==> config.mk <==
export PLATFORM = sky130hd
export DESIGN_NAME = dcache_wr_buffer_flat
export DESIGN_NICKNAME = d
export VERILOG_FILES = /design/src/rtl/dcache_wr_buffer_pkg.sv /design/src/rtl/dcache_wr_buffer_if.sv /design/src/rtl/dcache_wr_buffer_fifo_mem.sv /design/src/rtl/dcache_wr_buffer.sv /design/src/flat_wrapper.sv
export SDC_FILE = /design/constraint.sdc
export NUM_CORES = 1
export LEC_CHECK = 0
export BUFFER_PORTS_ARGS = -buffer_cell sky130_fd_sc_hd__clkbuf_2
export CAP_MARGIN = 30
export CORE_AREA = 3 3 230 401
export CTS_CLUSTER_DIAMETER = 80
export DETAILED_ROUTE_END_ITERATION = 7
export DIE_AREA = 0 0 233 404
export PLACE_DENSITY_LB_ADDON = 0.08
export SYNTH_ARGS = -nofsm -noshare
export SYNTH_HDL_FRONTEND = slang
export SYNTH_SLANG_ARGS = --single-unit
==> constraint.sdc <==
create_clock -name clk -period 13.76 [get_ports clk]
set_input_delay 1.376 -clock clk [delete_from_list [all_inputs] [get_ports clk]]
set_output_delay 1.376 -clock clk [all_outputs]
set_load 0.1 [all_outputs]
==> src/rtl/dcache_wr_buffer_pkg.sv <==
// Shared types and constants for the dcache write buffer.
//   WR_WORD / WR_LINE : entry write-type encodings
//   drain_state_t     : one-hot drain FSM encoding
//   wb_entry_t        : one queued write {typ, addr, size, wstrb, data}
//   line_tag_mask()   : mask keeping only the line-tag bits of an address
package dcache_wr_buffer_pkg;

  localparam logic WR_WORD = 1'b0;
  localparam logic WR_LINE = 1'b1;

  localparam int LINE_OFFSET_BITS_DFLT = 4;

  typedef enum logic [2:0] {
    S_IDLE    = 3'b001,
    S_REQ     = 3'b010,
    S_WAIT_OK = 3'b100
  } drain_state_t;

  typedef struct packed {
    logic         typ;
    logic [31:0]  addr;
    logic [2:0]   size;
    logic [3:0]   wstrb;
    logic [127:0] data;
  } wb_entry_t;

  function automatic logic [31:0] line_tag_mask(input int unsigned off);
    logic [31:0] m;
    m = '1;
    return m << off;
  endfunction

endpackage

==> src/rtl/dcache_wr_buffer_if.sv <==
// Bus bundle for the write buffer: dcache push side, bridge data-write side,
// and the read-miss hazard check.
//   slave  : the write buffer
//   master : the surrounding dcache/bridge environment
interface dcache_wr_buffer_if;
  logic         in_valid;
  logic         in_ready;
  logic         in_type;
  logic [31:0]  in_addr;
  logic [2:0]   in_size;
  logic [3:0]   in_wstrb;
  logic [127:0] in_data;

  logic         data_wr_req;
  logic         data_wr_type;
  logic [31:0]  data_wr_addr;
  logic [2:0]   data_wr_size;
  logic [3:0]   data_wr_wstrb;
  logic [127:0] data_wr_data;
  logic         data_wr_rdy;
  logic         data_wr_ok;

  logic [31:0]  rd_chk_addr;
  logic         rd_hit;
  logic         wb_empty;

  modport slave (
    input  in_valid, in_type, in_addr, in_size, in_wstrb, in_data,
    output in_ready,
    output data_wr_req, data_wr_type, data_wr_addr, data_wr_size,
           data_wr_wstrb, data_wr_data,
    input  data_wr_rdy, data_wr_ok,
    input  rd_chk_addr,
    output rd_hit, wb_empty
  );

  modport master (
    output in_valid, in_type, in_addr, in_size, in_wstrb, in_data,
    input  in_ready,
    input  data_wr_req, data_wr_type, data_wr_addr, data_wr_size,
           data_wr_wstrb, data_wr_data,
    output data_wr_rdy, data_wr_ok,
    output rd_chk_addr,
    input  rd_hit, wb_empty
  );
endinterface

==> src/rtl/dcache_wr_buffer_fifo_mem.sv <==
// wb_fifo_mem: DEPTH-entry register array for the write buffer.
//   wr_en/wr_ptr/wr_entry : write one entry and mark it valid
//   clr_en/clr_ptr        : invalidate one entry (pop)
//   rd_ptr/rd_entry       : asynchronous read of one entry (head)
//   chk_addr/tag_hit      : per-entry line-tag compare, not qualified by vld
//   vld                   : per-entry valid bits
module wb_fifo_mem
  import dcache_wr_buffer_pkg::*;
#(
  parameter int DEPTH            = 4,
  parameter int LINE_OFFSET_BITS = LINE_OFFSET_BITS_DFLT,
  localparam int PW              = $clog2(DEPTH)
) (
  input  logic             clk,
  input  logic             resetn,
  input  logic             wr_en,
  input  logic [PW-1:0]    wr_ptr,
  input  wb_entry_t        wr_entry,
  input  logic             clr_en,
  input  logic [PW-1:0]    clr_ptr,
  input  logic [PW-1:0]    rd_ptr,
  input  logic [31:0]      chk_addr,
  output wb_entry_t        rd_entry,
  output logic [DEPTH-1:0] vld,
  output logic [DEPTH-1:0] tag_hit
);

  localparam logic [31:0] TAG_MASK = line_tag_mask(LINE_OFFSET_BITS);

  wb_entry_t mem [DEPTH];

  // Payload carries no reset; only the valid bits define occupancy.
  always_ff @(posedge clk) begin
    for (int i = 0; i < DEPTH; i++)
      if (wr_en && wr_ptr == PW'(i)) mem[i] <= wr_entry;
  end

  // Push and pop never target the same slot: a pop needs count>=1 and a push
  // needs count<DEPTH, so tail != head whenever both fire.
  always_ff @(posedge clk) begin
    if (!resetn) begin
      vld <= '0;
    end else begin
      for (int i = 0; i < DEPTH; i++) begin
        if (wr_en && wr_ptr == PW'(i))       vld[i] <= 1'b1;
        else if (clr_en && clr_ptr == PW'(i)) vld[i] <= 1'b0;
      end
    end
  end

  for (genvar g = 0; g < DEPTH; g++) begin : g_cmp
    assign tag_hit[g] = ((mem[g].addr ^ chk_addr) & TAG_MASK) == '0;
  end

  assign rd_entry = mem[rd_ptr];

endmodule

==> src/rtl/dcache_wr_buffer.sv <==
// dcache_wr_buffer: in-order write buffer between dcache and the AXI bridge
// data-write port. Holds each entry until the bridge reports completion, and
// flags read misses that hit a line still pending in the buffer.
//   clk, resetn : clock, synchronous active-low reset
//   bus (slave) : push side (in_*), bridge side (data_wr_*), hazard check
//                 (rd_chk_addr -> rd_hit), wb_empty status
module dcache_wr_buffer
  import dcache_wr_buffer_pkg::*;
#(
  parameter int DEPTH            = 4,
  parameter int LINE_OFFSET_BITS = LINE_OFFSET_BITS_DFLT
) (
  input  logic               clk,
  input  logic               resetn,
  dcache_wr_buffer_if.slave  bus
);

  localparam int PW = $clog2(DEPTH);
  localparam int CW = PW + 1;
  localparam logic [CW-1:0] FULL     = CW'(DEPTH);
  localparam logic [31:0]   TAG_MASK = line_tag_mask(LINE_OFFSET_BITS);

  logic [PW-1:0]    head, tail;
  logic [CW-1:0]    count;
  drain_state_t     state, state_nxt;
  wb_entry_t        wr_entry, head_entry;
  logic [DEPTH-1:0] vld, tag_hit;
  logic             push, pop, in_hit;

  assign bus.in_ready = (count != FULL);
  assign push = bus.in_valid && bus.in_ready;
  // Completion only counts while a write is actually outstanding.
  assign pop  = (state == S_WAIT_OK) && bus.data_wr_ok;

  assign wr_entry = '{typ:   bus.in_type,
                      addr:  bus.in_addr,
                      size:  bus.in_size,
                      wstrb: bus.in_wstrb,
                      data:  bus.in_data};

  wb_fifo_mem #(
    .DEPTH            (DEPTH),
    .LINE_OFFSET_BITS (LINE_OFFSET_BITS)
  ) u_mem (
    .clk      (clk),
    .resetn   (resetn),
    .wr_en    (push),
    .wr_ptr   (tail),
    .wr_entry (wr_entry),
    .clr_en   (pop),
    .clr_ptr  (head),
    .rd_ptr   (head),
    .chk_addr (bus.rd_chk_addr),
    .rd_entry (head_entry),
    .vld      (vld),
    .tag_hit  (tag_hit)
  );

  always_ff @(posedge clk) begin
    if (!resetn) begin
      head  <= '0;
      tail  <= '0;
      count <= '0;
    end else begin
      if (push) tail <= tail + 1'b1;
      if (pop)  head <= head + 1'b1;
      case ({push, pop})
        2'b10:   count <= count + 1'b1;
        2'b01:   count <= count - 1'b1;
        default: count <= count;
      endcase
    end
  end

  always_ff @(posedge clk) begin
    if (!resetn) state <= S_IDLE;
    else         state <= state_nxt;
  end

  // An entry pushed this cycle is the head next cycle, so IDLE may move to
  // REQ on a push even while count is still 0.
  always_comb begin
    state_nxt = state;
    case (state)
      S_IDLE:    if (count != '0 || push) state_nxt = S_REQ;
      S_REQ:     if (bus.data_wr_rdy)     state_nxt = S_WAIT_OK;
      S_WAIT_OK: if (bus.data_wr_ok)      state_nxt = S_IDLE;
      default:                            state_nxt = S_IDLE;
    endcase
  end

  assign bus.data_wr_req   = (state == S_REQ);
  assign bus.data_wr_type  = head_entry.typ;
  assign bus.data_wr_addr  = head_entry.addr;
  assign bus.data_wr_size  = head_entry.size;
  assign bus.data_wr_wstrb = head_entry.wstrb;
  assign bus.data_wr_data  = head_entry.data;

  // The incoming write is checked too, so a miss issued in the same cycle as
  // the push cannot slip past it.
  assign in_hit     = push && (((bus.in_addr ^ bus.rd_chk_addr) & TAG_MASK) == '0);
  assign bus.rd_hit = |(vld & tag_hit) || in_hit;

  assign bus.wb_empty = (count == '0) && (state == S_IDLE) && !bus.in_valid;

endmodule
==> src/flat_wrapper.sv <==
// flat-port wrapper written by rule: the top's interface ports become plain ports
module dcache_wr_buffer_flat import dcache_wr_buffer_pkg::*;
#(
  parameter int DEPTH            = 4,
  parameter int LINE_OFFSET_BITS = LINE_OFFSET_BITS_DFLT
)
  (clk, resetn, bus_in_valid, bus_in_type, bus_in_addr, bus_in_size, bus_in_wstrb, bus_in_data, bus_in_ready, bus_data_wr_req, bus_data_wr_type, bus_data_wr_addr, bus_data_wr_size, bus_data_wr_wstrb, bus_data_wr_data, bus_data_wr_rdy, bus_data_wr_ok, bus_rd_chk_addr, bus_rd_hit, bus_wb_empty);
  dcache_wr_buffer_if bus_i ();
  input  logic clk;
  input  logic resetn;
  input wire logic [$bits(bus_i.in_valid)-1:0] bus_in_valid;
  input wire logic [$bits(bus_i.in_type)-1:0] bus_in_type;
  input wire logic [$bits(bus_i.in_addr)-1:0] bus_in_addr;
  input wire logic [$bits(bus_i.in_size)-1:0] bus_in_size;
  input wire logic [$bits(bus_i.in_wstrb)-1:0] bus_in_wstrb;
  input wire logic [$bits(bus_i.in_data)-1:0] bus_in_data;
  output wire logic [$bits(bus_i.in_ready)-1:0] bus_in_ready;
  output wire logic [$bits(bus_i.data_wr_req)-1:0] bus_data_wr_req;
  output wire logic [$bits(bus_i.data_wr_type)-1:0] bus_data_wr_type;
  output wire logic [$bits(bus_i.data_wr_addr)-1:0] bus_data_wr_addr;
  output wire logic [$bits(bus_i.data_wr_size)-1:0] bus_data_wr_size;
  output wire logic [$bits(bus_i.data_wr_wstrb)-1:0] bus_data_wr_wstrb;
  output wire logic [$bits(bus_i.data_wr_data)-1:0] bus_data_wr_data;
  input wire logic [$bits(bus_i.data_wr_rdy)-1:0] bus_data_wr_rdy;
  input wire logic [$bits(bus_i.data_wr_ok)-1:0] bus_data_wr_ok;
  input wire logic [$bits(bus_i.rd_chk_addr)-1:0] bus_rd_chk_addr;
  output wire logic [$bits(bus_i.rd_hit)-1:0] bus_rd_hit;
  output wire logic [$bits(bus_i.wb_empty)-1:0] bus_wb_empty;
  assign bus_i.in_valid = bus_in_valid;
  assign bus_i.in_type = bus_in_type;
  assign bus_i.in_addr = bus_in_addr;
  assign bus_i.in_size = bus_in_size;
  assign bus_i.in_wstrb = bus_in_wstrb;
  assign bus_i.in_data = bus_in_data;
  assign bus_in_ready = bus_i.in_ready;
  assign bus_data_wr_req = bus_i.data_wr_req;
  assign bus_data_wr_type = bus_i.data_wr_type;
  assign bus_data_wr_addr = bus_i.data_wr_addr;
  assign bus_data_wr_size = bus_i.data_wr_size;
  assign bus_data_wr_wstrb = bus_i.data_wr_wstrb;
  assign bus_data_wr_data = bus_i.data_wr_data;
  assign bus_i.data_wr_rdy = bus_data_wr_rdy;
  assign bus_i.data_wr_ok = bus_data_wr_ok;
  assign bus_i.rd_chk_addr = bus_rd_chk_addr;
  assign bus_rd_hit = bus_i.rd_hit;
  assign bus_wb_empty = bus_i.wb_empty;
  dcache_wr_buffer #(.DEPTH(DEPTH), .LINE_OFFSET_BITS(LINE_OFFSET_BITS)) u_core (.clk(clk), .resetn(resetn), .bus(bus_i));
endmodule
# Yosys cells after proc, flatten, opt, wreduce, memory -nomap -nowiden
# Memory sizes are Yosys's and may differ from the RTL's. A register that Yosys moved wholly into a read port is not among the register bits.
# Cells that the tools add are included.
[classes]
n_eq_ne = 15
add_sub_neg = 4
n_mux = 32
bitwise_logic = 6
reduce_logical = 35
[ops]
columns = ["op", "n"]
rows = [
  ["$mux 168", 3],
  ["$reduce_or 168->1", 3],
  ["$logic_not 32->1", 5],
  ["$xor 32x32->32", 5],
  ["$mux 1", 19],
  ["$logic_and 1x1->1", 13],
  ["$eq 2x2->1 const B", 5],
  ["$mux 2", 5],
  ["$reduce_bool 2->1", 5],
  ["$mux 3", 3],
  ["$pmux 3 s3", 1],
  ["$eq 2x1->1 const B", 3],
  ["$pmux 3 s2", 1],
  ["$add 2x1->2 const B", 2],
  ["$and 4x4->4", 1],
  ["$logic_not 2->1", 2],
  ["$ne 2x1->1 const B", 2],
  ["$reduce_or 4->1", 1],
  ["$add 3x1->3 const B", 1],
  ["$eq 3x1->1 const B", 1],
  ["$eq 3x2->1 const B", 1],
  ["$eq 3x3->1 const B", 1],
  ["$logic_not 3->1", 1],
  ["$ne 3x3->1 const B", 1],
  ["other kinds (6)", 7],
]
[word_totals]
ff_bits = 14
mem_bits_rw = 672
n_memories = 1
wordCells = 101
inputBits = 205
out_inout_bits = 172
[memory_table]
columns = ["memory", "depth", "word_bits", "rd", "rd_ports_with_merged_regs", "write_ports", "line_no", "text"]
rows = [
  ["u_core.u_mem.mem", 4, 168, 5, 1, 1, "dcache_wr_buffer_fifo_mem.sv:30", "wb_entry_t mem [DEPTH];"],
]

# Depth between registers and ports, before layout
[logic_depth]
ltp_word = 9
mapped_depth = 9
ltp_nobuf = 9

# Cells and area by module
# From an unflattened synthesis, not the netlist that was laid out.
[unflattened]
cells_unflattened = 1150
hier_area_um2 = 26487.9
[by_module_without_submodules]
columns = ["module", "instances", "cells_each", "area_per_inst_um2", "seq_area_each_um2"]
rows = [
  ["wb_fifo_mem", 1, 1055, 25662.1, 20259.4],
  ["dcache_wr_buffer", 1, 95, 825.8, 200.2],
]

# Worst setup path after synthesis
# No wires, ideal clock.
[synth_timing]
path_kind = "input-to-reg"
from = "input port bus_in_valid"
to = "memory u_core.u_mem.mem[0][0] in the netlist's numbering (enable)"
path_slack_ns = 7.938
setup_ns = 0.551
path_buffers = 0
arrival_ns = 5.272
t_required_ns = 13.209
path_stages = 1
path_cell_list = "and3_1"
[synth_via]
elab_chain_cells = 8
word_cells_on_any_way = 22
classes_between = "mux (14); reduce/logical (8)"
[synth_lines]
columns = ["item", "line_no", "text"]
rows = [
  ["start: declaration", "flat_wrapper.sv:11", "input wire logic [$bits(bus_i.in_valid)-1:0] bus_in_valid;"],
  ["$logic_and 1x1->1 (*)", "dcache_wr_buffer.sv:31", "assign push = bus.in_valid && bus.in_ready;"],
  ["$logic_and 1x1->1", "dcache_wr_buffer_fifo_mem.sv:35", "if (wr_en && wr_ptr == PW'(i)) mem[i] <= wr_entry;"],
  ["$mux 1", "dcache_wr_buffer_fifo_mem.sv:35", ""],
  ["$mux 1 (not written as such)", "dcache_wr_buffer_fifo_mem.sv:35", ""],
  ["$reduce_or 168->1 (no line)", "-", ""],
  ["$mux 2 (no line) or $mux 1 (tied branches) (3 in a row)", "-", ""],
  ["end: declaration", "dcache_wr_buffer_fifo_mem.sv:30", ""],
]
# Every way passes the cells marked *; elsewhere a longest branch is shown, timed or not.

==> flow_metrics.env <==
export IMPL_p_sw_mw=1.33
export IMPL_rows=145
export IMPL_ctsHoldBuffers=0
export IMPL_h_tree_depth=3
export IMPL_place_inst=2689
export IMPL_start_util_pct=29.8
export IMPL_finalHoldViolations=0
export IMPL_rr_worst_depth=4
export IMPL_min_period_ps=5130
export IMPL_cts_buffer_depth=3
export IMPL_io_pins=377
export IMPL_routed_wl_um=69600
export IMPL_fin_crit_sh_pct=37.3
export IMPL_pwr_share_seq_pct=49.4
export IMPL_fin_cells=2820
export IMPL_cts_resized=0
export IMPL_synth_area_um2=26700
export IMPL_io_buffers=372
export IMPL_grt_setup_unrepaired="false"
export IMPL_grt_max_degree=56
export IMPL_drc=0
export IMPL_final_nets=1800
export IMPL_hpwl_um=46700
export IMPL_die_h_um=404
export IMPL_final_cell_mix="edfxtp_1 (672), clkbuf_2 (372), mux4_2 (168), xnor2_1 (111), clkbuf_16 (71)"
export IMPL_via_per_inst=4.57
export IMPL_crit_path_end="bus_data_wr_data[51]"
export IMPL_cts_tree="built"
export IMPL_gp_congestion=0.821
export IMPL_combPwrFrac_pct=12.6
export IMPL_syn2layout_area_growth_pct=20.6
export IMPL_cts_sink_count=688
export IMPL_insertion_delay_ps=630
export IMPL_critPathMaxFanout=39
export IMPL_ir_worst_vdd_uv=104
export IMPL_tns_ps=0
export IMPL_synth_avg_cell_area_um2=22.4
export IMPL_worstSetupPathType="reg2out"
export IMPL_max_freq_ghz=0.195
export IMPL_ys_seq_elements=688
export IMPL_synth_distinct_cells=36
export IMPL_wl_per_cell_um=24.7
export IMPL_p_per_area_nw_per_um2=154
export IMPL_p_leak_nw=10.5
export IMPL_worst_clock_skew_ps=20.5
export IMPL_cts_root_buf="clkbuf_16"
export IMPL_slew_viol_final=0
export IMPL_reg2reg_to="u_core.u_mem.mem[2][66]$_DFFE_PP_"
export IMPL_maxCapViolations=0
export IMPL_die_area_um2=94100
export IMPL_status="completed"
export IMPL_ant_nets=0
export IMPL_slowest_stage="buf_4"
export IMPL_slew_headroom_pct=35.9
export IMPL_crit_family="buffers and inverters"
export IMPL_synth_warnings=0
export IMPL_grt_usage_pct=15.0
export IMPL_fill_cells=8361
export IMPL_first_global_vias=14500
export IMPL_final_common_cell="edfxtp_1"
export IMPL_regToRegSetupSlack_ps=10620
export IMPL_worst_slew_pin_slew_ps=962
export IMPL_layout_drive_gt1_share_pct=41.2
export IMPL_min_path_type="reg2reg"
export IMPL_crit_cells=5
export IMPL_path_buf_inv=4
export IMPL_syn_nets=1403
export IMPL_r2r_start="u_core.count[2]$_SDFFE_PN0P_"
export IMPL_core_area_um2=89400
export IMPL_via_count=12900
export IMPL_switching_share_pct=26.8
export IMPL_critPathLaunchType="register"
export IMPL_path_common_cell="buf_4"
export IMPL_power_frac_clock_pct=38.0
export IMPL_power_internal_mw=3.61
export IMPL_antenna_found_initial=11
export IMPL_cp_slowest_stage_delay_ps=700
export IMPL_grt_overflow_total=0
export IMPL_hold_start="u_core.tail[1]$_SDFFE_PN0P_"
export IMPL_grt_first_pass_wirelength_um=102000
export IMPL_die_w_um=233
export IMPL_cts_setup_buffers=0
export IMPL_path_cells="buf_4 -> buf_16 -> buf_4 -> mux4_2 -> clkbuf_2"
export IMPL_seq_area_frac_synth_pct=76.9
export IMPL_cp_end_kind="primary output"
export IMPL_required_ps=12380
export IMPL_syn_inst=1188
export IMPL_setup_violations=0
export IMPL_cts_buffers=70
export IMPL_crit_arrival_ps=3750
export IMPL_path_clk_slew_ps=60
export IMPL_dr_pass1_iters=4
export IMPL_first_iter_violations=717
worst reg2reg max path, stage by stage (launching register included):
cell	delay, ps
dfxtp_1	320
or3b_4	270
and3_4	630
buf_4	670
buf_4	820
through the flow:
| stage | power (mW) | hold WS (ps) | area (um2) | setup slack [ps] | utilization (%) |
|---|---|---|---|---|---|
| 2_1_floorplan | 2.95 | 468 | 26700 | 7940 | - |
| 3_3_place_gp | 3.11 | 488 | 29800 | 8790 | 33.3 |
| 3_5_place_dp | 3.12 | 500 | 29900 | 8750 | 33.4 |
| 4_1_cts | 5.03 | 509 | 32100 | 8370 | 35.9 |
| 5_1_grt | 5.13 | 550 | 32100 | 8230 | 35.9 |
| 6_report | 4.94 | 500 | 32200 | 8630 | 36.0 |
kinds of logic (layout without fill, tap and decap cells):
| group | after synthesis | after routing | share of synthesized area, % |
|---|---|---|---|
| flops | 688 | 688 | 76.9 |
| mux | 168 | 168 | 14.2 |
| xor+xnor | 145 | 145 | 4.76 |
| simple gates | 83 | 83 | 1.84 |
| buf+inv | 78 | 529 | 1.39 |
| compound gates | 16 | 16 | 0.404 |
| fa+ha+maj | 10 | 10 | 0.498 |
| other cells | 0 | 5 | 0 |
registers in the layout, indices dropped and copies added, names as in the netlist, named ones only:
register	cells
u_core.count	3
u_core.head	2
u_core.state	3
u_core.tail	2
u_core.u_mem.mem	672
u_core.u_mem.vld	4
synth_stat cells:
| library cell | instances | area [um2] |
|---|---|---|
| edfxtp_1 | 672 | 20200 |
| mux4_2 | 168 | 3780 |
| xnor2_1 | 111 | 972 |
| clkbuf_1 | 35 | 131 |
| xor2_1 | 34 | 298 |
| nand4_1 | 30 | 188 |
| buf_2 | 20 | 100 |
| dfxtp_1 | 16 | 320 |
| nor4_1 | 16 | 100 |
| buf_4 | 12 | 90.1 |
| ha_1 | 9 | 113 |
| nand2_1 | 9 | 33.8 |
| inv_1 | 8 | 30.0 |
| nor2_1 | 6 | 22.5 |
| a21boi_0 | 5 | 37.5 |
| and2_1 | 5 | 31.3 |
| and3_1 | 4 | 25.0 |
| o21a_1 | 4 | 30.0 |
| o21ai_0 | 3 | 15.0 |
| a21oi_1 | 2 | 10.0 |
| nand3_1 | 2 | 10.0 |
| nor2b_1 | 2 | 12.5 |
| nor3_1 | 2 | 10.0 |
| a21boi_1 | 1 | 7.51 |
| a22oi_1 | 1 | 7.51 |
| and2_4 | 1 | 8.76 |
| buf_1 | 1 | 3.75 |
| buf_6 | 1 | 11.3 |
| clkinv_2 | 1 | 5.00 |
| fa_1 | 1 | 20.0 |
| nand2b_1 | 1 | 6.26 |
| nand3b_1 | 1 | 7.51 |
| nor3b_1 | 1 | 7.51 |
| nor4bb_1 | 1 | 10.0 |
| or3_1 | 1 | 6.26 |
| or3b_4 | 1 | 11.3 |
layer usage:
layer  wire [um]  track usage, %  up-vias  share of wire, %
li1            -               -     5683                 -
met1       25200            16.7     6682                36
met2       36800            26.5      387                53
met3        5060            4.46      113               7.3
met4        2490            6.53       10               3.6
met5          68               0        -             0.098
worst min-delay path by stage:
stage,to,slack (ps),depth (start not counted)
global placement,u_core.tail[1]$_SDFFE_PN0P_,490,2
floorplan,u_core.tail[1]$_SDFFE_PN0P_,470,2
CTS,u_core.tail[1]$_SDFFE_PN0P_,510,2
finish,u_core.tail[1]$_SDFFE_PN0P_,500,2
global route,u_core.tail[1]$_SDFFE_PN0P_,550,2
detailed placement,u_core.tail[1]$_SDFFE_PN0P_,500,2
cell type report:
type	count	area (um2)	share of cell area [%]
repair buffers	394	2090	6.49
flip-flops and latches	688	20500	63.8
clock buffers	87	1860	5.77
well taps	1176	1470	4.58
multi-input cells	422	5810	18.1
clock inverters	39	379	1.18
diodes	5	12.5	0.0389
inverters	9	35.0	0.109
power by group through the flow:
stage | logic (mW) | clock network (mW) | registers [mW]
final | 0.621 | 1.88 | 2.44
after global placement | 0.633 | 0 | 2.48
after CTS | 0.637 | 1.96 | 2.44
after global routing | 0.654 | 2.03 | 2.45
after floorplan | 0.462 | 0 | 2.49
after detailed placement | 0.635 | 0 | 2.49
No activity file was read; power rests on OpenSTA's default activity.
